<file path="src/rtl/ray_dispatcher_pkg.sv">
// ray_dispatcher_pkg: ray core shared types plus the dispatcher state encoding.
package ray_dispatcher_pkg;

   localparam int PIX_W  = 12;
   localparam int COMP_W = 16;

   typedef logic [COMP_W-1:0] comp_t;

   typedef struct packed {
      comp_t ox, oy, oz;
      comp_t dx, dy, dz;
   } ray_t;

   typedef struct packed {
      ray_t  cam;
      comp_t step_x, step_y;
   } render_state_t;

   typedef struct packed {
      logic [PIX_W-1:0] px, py;
      logic [1:0]       bounce;
      ray_t             ray;
      comp_t            throughput;
      logic [7:0]       material;
      logic             hit;
   } surface_input_data_t;

   typedef enum logic [2:0] {S_IDLE, S_GEN, S_DRAIN, S_WAIT, S_DONE} disp_state_t;

   // Camera ray through pixel (x,y): origin at the camera, direction stepped per pixel.
   function automatic ray_t make_ray(comp_t x, comp_t y, render_state_t rs);
      ray_t r;
      r = rs.cam;
      r.dx = rs.cam.dx + x * rs.step_x;
      r.dy = rs.cam.dy + y * rs.step_y;
      return r;
   endfunction

endpackage

</file>
<file path="src/rtl/ray_dispatcher_primary_ray_gen.sv">
// ray_dispatcher_primary_ray_gen: fixed-latency, fully pipelined camera ray builder;
// the valid bit and pixel coordinates travel alongside the ray.
module ray_dispatcher_primary_ray_gen
   import ray_dispatcher_pkg::*;
#(
   parameter int XW  = 8,
   parameter int YW  = 7,
   parameter int LAT = 4
) (
   input  logic          clk,
   input  logic          resetn,
   input  logic          req,
   input  logic [XW-1:0] px,
   input  logic [YW-1:0] py,
   input  render_state_t rs,
   output logic          ray_valid,
   output logic [XW-1:0] ray_px,
   output logic [YW-1:0] ray_py,
   output ray_t          ray
);

   typedef struct packed {
      logic          v;
      logic [XW-1:0] x;
      logic [YW-1:0] y;
      ray_t          r;
   } stage_t;

   stage_t pipe [LAT];

   always_ff @(posedge clk or negedge resetn)
      if (!resetn) pipe <= '{default: '0};
      else begin
         pipe[0] <= '{v: req, x: px, y: py, r: make_ray(COMP_W'(px), COMP_W'(py), rs)};
         for (int i = 1; i < LAT; i++) pipe[i] <= pipe[i-1];
      end

   assign ray_valid = pipe[LAT-1].v;
   assign ray_px    = pipe[LAT-1].x;
   assign ray_py    = pipe[LAT-1].y;
   assign ray       = pipe[LAT-1].r;

endmodule

</file>
<file path="src/rtl/ray_dispatcher.sv">
// ray_dispatcher: raster-scans a frame into the ray core input FIFO through a credit-guarded
// skid FIFO and counts core completions to detect frame end.
module ray_dispatcher
   import ray_dispatcher_pkg::*;
#(
   parameter int FRAME_W    = 160,
   parameter int FRAME_H    = 120,
   parameter int RAYGEN_LAT = 4,
   parameter int SKID_DEPTH = 8
) (
   input  logic                                  clk,
   input  logic                                  resetn,
   input  logic                                  start,
   input  render_state_t                         rs,
   input  logic                                  fifo_full,
   output logic                                  add_input,
   output surface_input_data_t                   input_data,
   input  logic                                  core_valid,
   output logic                                  busy,
   output logic                                  frame_done,
   output logic [$clog2(FRAME_W*FRAME_H+1)-1:0]  issued_cnt
);

   localparam int TOTAL = FRAME_W * FRAME_H;
   localparam int XW    = FRAME_W > 1 ? $clog2(FRAME_W) : 1;
   localparam int YW    = FRAME_H > 1 ? $clog2(FRAME_H) : 1;
   localparam int CW    = $clog2(TOTAL + 1);
   localparam int SW    = $clog2(SKID_DEPTH + 1);
   localparam int PW    = SKID_DEPTH > 1 ? $clog2(SKID_DEPTH) : 1;
   localparam int IW    = $clog2(RAYGEN_LAT + 1);

   disp_state_t         state;
   logic [XW-1:0]       x, gen_x;
   logic [YW-1:0]       y, gen_y;
   logic [SW-1:0]       skid_count;
   logic [IW-1:0]       inflight;
   logic [PW-1:0]       wr_ptr, rd_ptr;
   logic [CW-1:0]       returned, returned_next;
   surface_input_data_t skid [SKID_DEPTH];
   surface_input_data_t wr_data;
   ray_t                gen_ray;
   logic                accept, issue, last_x, last_px, gen_valid;

   // The first pixel enters ray generation on the accepting start edge itself.
   assign accept        = state == S_IDLE && start;
   assign last_x        = x == XW'(FRAME_W - 1);
   assign last_px       = last_x && y == YW'(FRAME_H - 1);
   assign issue         = (accept || state == S_GEN) && int'(skid_count) + int'(inflight) < SKID_DEPTH;
   assign add_input     = skid_count != '0 && !fifo_full;
   assign input_data    = skid_count != '0 ? skid[rd_ptr] : '0;
   assign returned_next = returned + CW'(core_valid);

   ray_dispatcher_primary_ray_gen #(.XW(XW), .YW(YW), .LAT(RAYGEN_LAT)) primary_ray_gen (
      .clk       (clk),
      .resetn    (resetn),
      .req       (issue),
      .px        (x),
      .py        (y),
      .rs        (rs),
      .ray_valid (gen_valid),
      .ray_px    (gen_x),
      .ray_py    (gen_y),
      .ray       (gen_ray)
   );

   always_comb begin
      wr_data     = '0;
      wr_data.px  = PIX_W'(gen_x);
      wr_data.py  = PIX_W'(gen_y);
      wr_data.ray = gen_ray;
   end

   always_ff @(posedge clk)
      if (gen_valid) skid[wr_ptr] <= wr_data;

   always_ff @(posedge clk or negedge resetn)
      if (!resetn) begin
         state      <= S_IDLE;
         busy       <= 1'b0;
         frame_done <= 1'b0;
         x          <= '0;
         y          <= '0;
         skid_count <= '0;
         inflight   <= '0;
         wr_ptr     <= '0;
         rd_ptr     <= '0;
         returned   <= '0;
         issued_cnt <= '0;
      end else begin
         if (issue) begin
            x <= last_x ? '0 : x + XW'(1);
            if (last_x) y <= y == YW'(FRAME_H - 1) ? '0 : y + YW'(1);
         end
         inflight   <= inflight + IW'(issue) - IW'(gen_valid);
         skid_count <= skid_count + SW'(gen_valid) - SW'(add_input);
         if (gen_valid) wr_ptr <= wr_ptr == PW'(SKID_DEPTH - 1) ? '0 : wr_ptr + PW'(1);
         if (add_input) rd_ptr <= rd_ptr == PW'(SKID_DEPTH - 1) ? '0 : rd_ptr + PW'(1);
         issued_cnt <= accept ? '0 : issued_cnt + CW'(add_input);
         returned   <= accept ? '0 : state != S_IDLE ? returned_next : returned;
         frame_done <= 1'b0;
         case (state)
            S_IDLE:  if (start) begin
                        state <= issue && last_px ? S_DRAIN : S_GEN;
                        busy  <= 1'b1;
                     end
            S_GEN:   if (issue && last_px) state <= S_DRAIN;
            S_DRAIN: if (skid_count == '0 && inflight == '0) state <= S_WAIT;
            S_WAIT:  if (returned_next == CW'(TOTAL)) begin
                        state      <= S_DONE;
                        frame_done <= 1'b1;
                     end
            default: begin
                        state <= S_IDLE;
                        busy  <= 1'b0;
                     end
         endcase
      end

   assert property (@(posedge clk) disable iff (!resetn)
      !(gen_valid && !add_input && int'(skid_count) == SKID_DEPTH))
      else $fatal(1, "skid fifo overflow");

   assert property (@(posedge clk) disable iff (!resetn)
      !(core_valid && state != S_IDLE && returned == CW'(TOTAL)))
      else $fatal(1, "more completions than pixels");

endmodule
</file>
<file path="config.mk">
export PLATFORM = sky130hd
export DESIGN_NAME = ray_dispatcher
export DESIGN_NICKNAME = d
export VERILOG_FILES = /design/src/rtl/ray_dispatcher_pkg.sv /design/src/rtl/ray_dispatcher_primary_ray_gen.sv /design/src/rtl/ray_dispatcher.sv
export SDC_FILE = /design/constraint.sdc
export NUM_CORES = 2
export LEC_CHECK = 0
export CORE_MARGIN = 1
export CORE_UTILIZATION = 35
export DETAILED_ROUTE_END_ITERATION = 6
export GPL_TIMING_DRIVEN = 0
export PLACE_DENSITY_LB_ADDON = 0.25
export SYNTH_ARGS = -nofsm -noshare
export SYNTH_HDL_FRONTEND = slang
export SYNTH_SLANG_ARGS = --single-unit
</file>
<file path="constraint.sdc">
create_clock -name clk -period 8.6 [get_ports clk]
set_clock_uncertainty 0.15 [all_clocks]
set_input_delay 1.72 -clock clk [delete_from_list [all_inputs] [get_ports clk]]
set_output_delay 1.72 -clock clk [all_outputs]
set_load 0.05 [all_outputs]
</file>
==> results by group <==
Outcome
  – Outcome: complete, but fails checks
  – Failing checks: design-rule violations

Route
  – Via count: 26,200
  – Per-cell routed wire length: 21.3 um
  – Total Wirelength: 120,000 um
  – # DRC: 28
  – DRT iter0 DRCs: 1,613
  – Via density: 4.64
  – First-pass iteration count of the detailed router: 7
  – Final ANT Viol Nets: 0

Cells and area
  – Nets: 3,811
  – Share of cells above drive strength 1: 0.165
  – Multi-input gate area: 13,700 um2
  – P&R area growth vs syn: 21.5%
  – Non-filler cells, final: 5,641
  – Register area: 39,500 um2
  – Post-route design area: 66,200 um2
  – Fill count: 13,700

Place
  – Post-DP HPWL: 78,400 um
  – GPL Wtd Cong: 0.773
  – I/O Buffers: 261
  – Placed cell areas: 61,100 um2
  – Post-Place Cells: 5,360

Clock tree
  – Total CTS buffers: 149
  – Clock transition at path regs: 0.06 ns
  – CTS tree: built
  – Post-CTS Setup Bufs: 0
  – Resized cells post-CTS: 0
  – CTS Hold Bufs: 0
  – Clk_lat worst skew: 0.77 ns
  – H-tree depth: 4
  – Bufs on Longest Clock Path: 3
  – Sink Count: 1,399
  – CTS Root Cell: clkbuf_16

Power
  – Combinational Power Share: 0.283
  – Net switching power: 6230 uW
  – Internal power: 13,100 uW
  – Sequential power share: 0.383
  – Max VDD drop: 0.000216 V
  – Switch share: 0.322
  – Cell Pwr Density: 293 nW/um2
  – Clock power frac: 0.334
  – P_leak: 0.0246 uW

Yosys
  – Most used DFF post-synth: edfxtp_1
  – Avg Cell Area, Syn: 18.4 um2
  – Mapped Area: 54,500 um2
  – Post-synth EDFFs: 888
  – Async set-or-reset flop fraction in the synthesized netlist: 0.365
  – Yosys reg bits: 1,399
  – Synth unique cells: 66
  – Sequential fraction of the synthesis area: 0.724
  – Ys Warns: 0
  – Syn Inst Count: 2,962

Timing
  – Worst Tran Pin Value: 1.27 ns
  – Setup Viol. Count Final: 0
  – Slew Limit Fails: 0
  – Hold Violations, Final: 0
  – Top achievable clock speed: 142 MHz
  – Setup TNS Final: 0 ns
  – Crit share post-route: 0.817
  – Max-Slew Margin vs Limit: 0.152
  – RSZ-0062 raised after global routing: no
  – Minimum clock period: 7.02 ns
  – Final hold slack: 0.175 ns

Setup path
  – CP cell instances: clkbuf_1 > clkbuf_1 > buf_1 > mux4_2 > mux2i_1 > nor2_1 > clkdlybuf4s50_1
  – CP bufs+invs: 4
  – Max stage delay on crit path: 0.99 ns
  – Critical Path Sink Type: output pin
  – CP Launch Point: rd_ptr[1]$_DFFE_PN0P_
  – Worst reg2reg path startpoint: x[0]$_DFFE_PN0P_
  – CP Launch Type: flop
  – Critical Path Most Common Cell: clkbuf_1
  – Slowest CP cell: clkbuf_1
  – CP delay by family, top: buffers and inverters
  – Required @ worst endpoint: 6.73 ns
  – CP Max Fanout: 10
  – Crit path DAT: 5.15 ns
  – Crit Path Category: reg -> out

Floorplan
  – Core area: 154,000 um2
  – # rows: 144
  – Initial Util: 0.353
  – Die Ht: 397 um
  – Die extent in x: 397 um
  – DIE AREA: 157,000 um2
  – Ports: 298

Global route
  – Largest net degree at the start of global routing: 113
  – First-pass GRT wire length: 181,000 um
  – Total gr overflow: 0
  – GR Util All Layers: 0.156
  – Vias in the first global route: 28,100
  – Antenna violations before repair: 5

Worst hold path
  – HP Start: primary_ray_gen.pipe[149]$_DFF_PN0_
  – Min-delay worst type: reg -> reg

Job
  – MaxCap Viol Count: 0
registers in the layout, indices dropped and copies added (netlist names), 3 cells and up:
signal and flops:
wr_ptr 3, returned 15, inflight 3, primary_ray_gen.ray_px 8, state 3, primary_ray_gen.ray_py 7, primary_ray_gen.pipe 336, rd_ptr 3
x 8, issued_cnt 15, y 7, skid 888, skid_count 4, primary_ray_gen.ray 96
Yosys cell counts (21+ instances only):
master	instances	area [um2]
a21oi_1	27	135
and2_1	103	644
buf_1	22	82.6
buf_4	36	270
clkbuf_1	62	233
dfrtp_1	511	12800
edfxtp_1	888	26700
fa_1	142	2840
ha_1	69	863
inv_1	208	781
mux2i_1	112	1120
mux4_2	222	5000
nand2_1	122	458
nand3_1	21	105
nor2_1	162	608
xnor2_1	52	455
xor2_1	23	201
final timing paths:
kind / cells past startpoint / slack (ns) / end
setup / recovery: 7 / 1.58 / input_data[139]
hold / removal: 0 / 0.18 / primary_ray_gen.ray[37]$_DFF_PN0_
setup reg to reg: 18 / 2.95 / primary_ray_gen.pipe[383]$_DFF_PN0_
hold reg to reg: 0 / 0.18 / primary_ray_gen.ray[37]$_DFF_PN0_
max in group asynchronous: 3 / 5.96 / primary_ray_gen.ray[56]$_DFF_PN0_
min in group asynchronous: 1 / 0.75 / returned[9]$_DFFE_PN0P_
final cells by class:
class	count	share of cell area
Clock inverter	62	0.0114
Clock buffer	218	0.0648
Buffer	140	0.0106
Antenna cell	1	0.0000378
Timing Repair Buffer	319	0.0589
Tap cell	2044	0.0386
Sequential cell	1399	0.596
Multi-Input combinational cell	1249	0.208
Inverter	209	0.0119
kinds of logic after synthesis:
logic type,count (synthesis),share of synthesized area
other,1,0.0000688
flip-flops,1399,0.724
adder cells (fa/ha/maj),211,0.0680
XOR/XNOR,75,0.0121
AO/OA/AOI/OAI,114,0.0132
AND/OR/NAND/NOR,474,0.0418
multiplexers,339,0.113
buffers and inverters,349,0.0272
layout by cell type, fill, tap and decap left out, drive strengths merged, types with 52 or more instances in the layout:
master         synthesis  routed
fa                   142     142
and2                 103     103
buf                   78     137
ha                    69      69
mux2i                112     112
nor2                 163     163
mux4                 222     222
clkbuf                62     280
edfxtp               888     888
nand2                123     123
clkdlybuf4s50          0     260
inv                  209     218
dfrtp                511     511
xnor2                 52      52
routing by layer:
metal / vias to the layer above / global-route usage / wire (um)
met2: 550 / 0.246 / 56700
li1: 11700 / - / -
met3: 143 / 0.0289 / 5550
met1: 13700 / 0.222 / 55400
met5: - / 0 / 9
met4: 2 / 0.0422 / 2170
power by group through the flow:
stage	logic (uW)	clock network (uW)	registers (uW)
4_1_cts	5660	6670	7420
6_report	5480	6480	7420
3_3_place_gp	5630	0	7560
3_5_place_dp	5650	0	7550
2_1_floorplan	3620	0	7560
5_1_grt	5820	6940	7440
per-stage QoR:
stage | setup WS (ns) | util | total power, uW
6_report | 1.58 | 0.429 | 19400
5_1_grt | 1.37 | 0.429 | 20200
4_1_cts | 1.31 | 0.429 | 19800
3_5_place_dp | 1.92 | 0.396 | 13200
3_3_place_gp | -18.98 | 0.388 | 13200
2_1_floorplan | 2.62 | - | 11200
No activity file was read; power rests on OpenSTA's default activity.
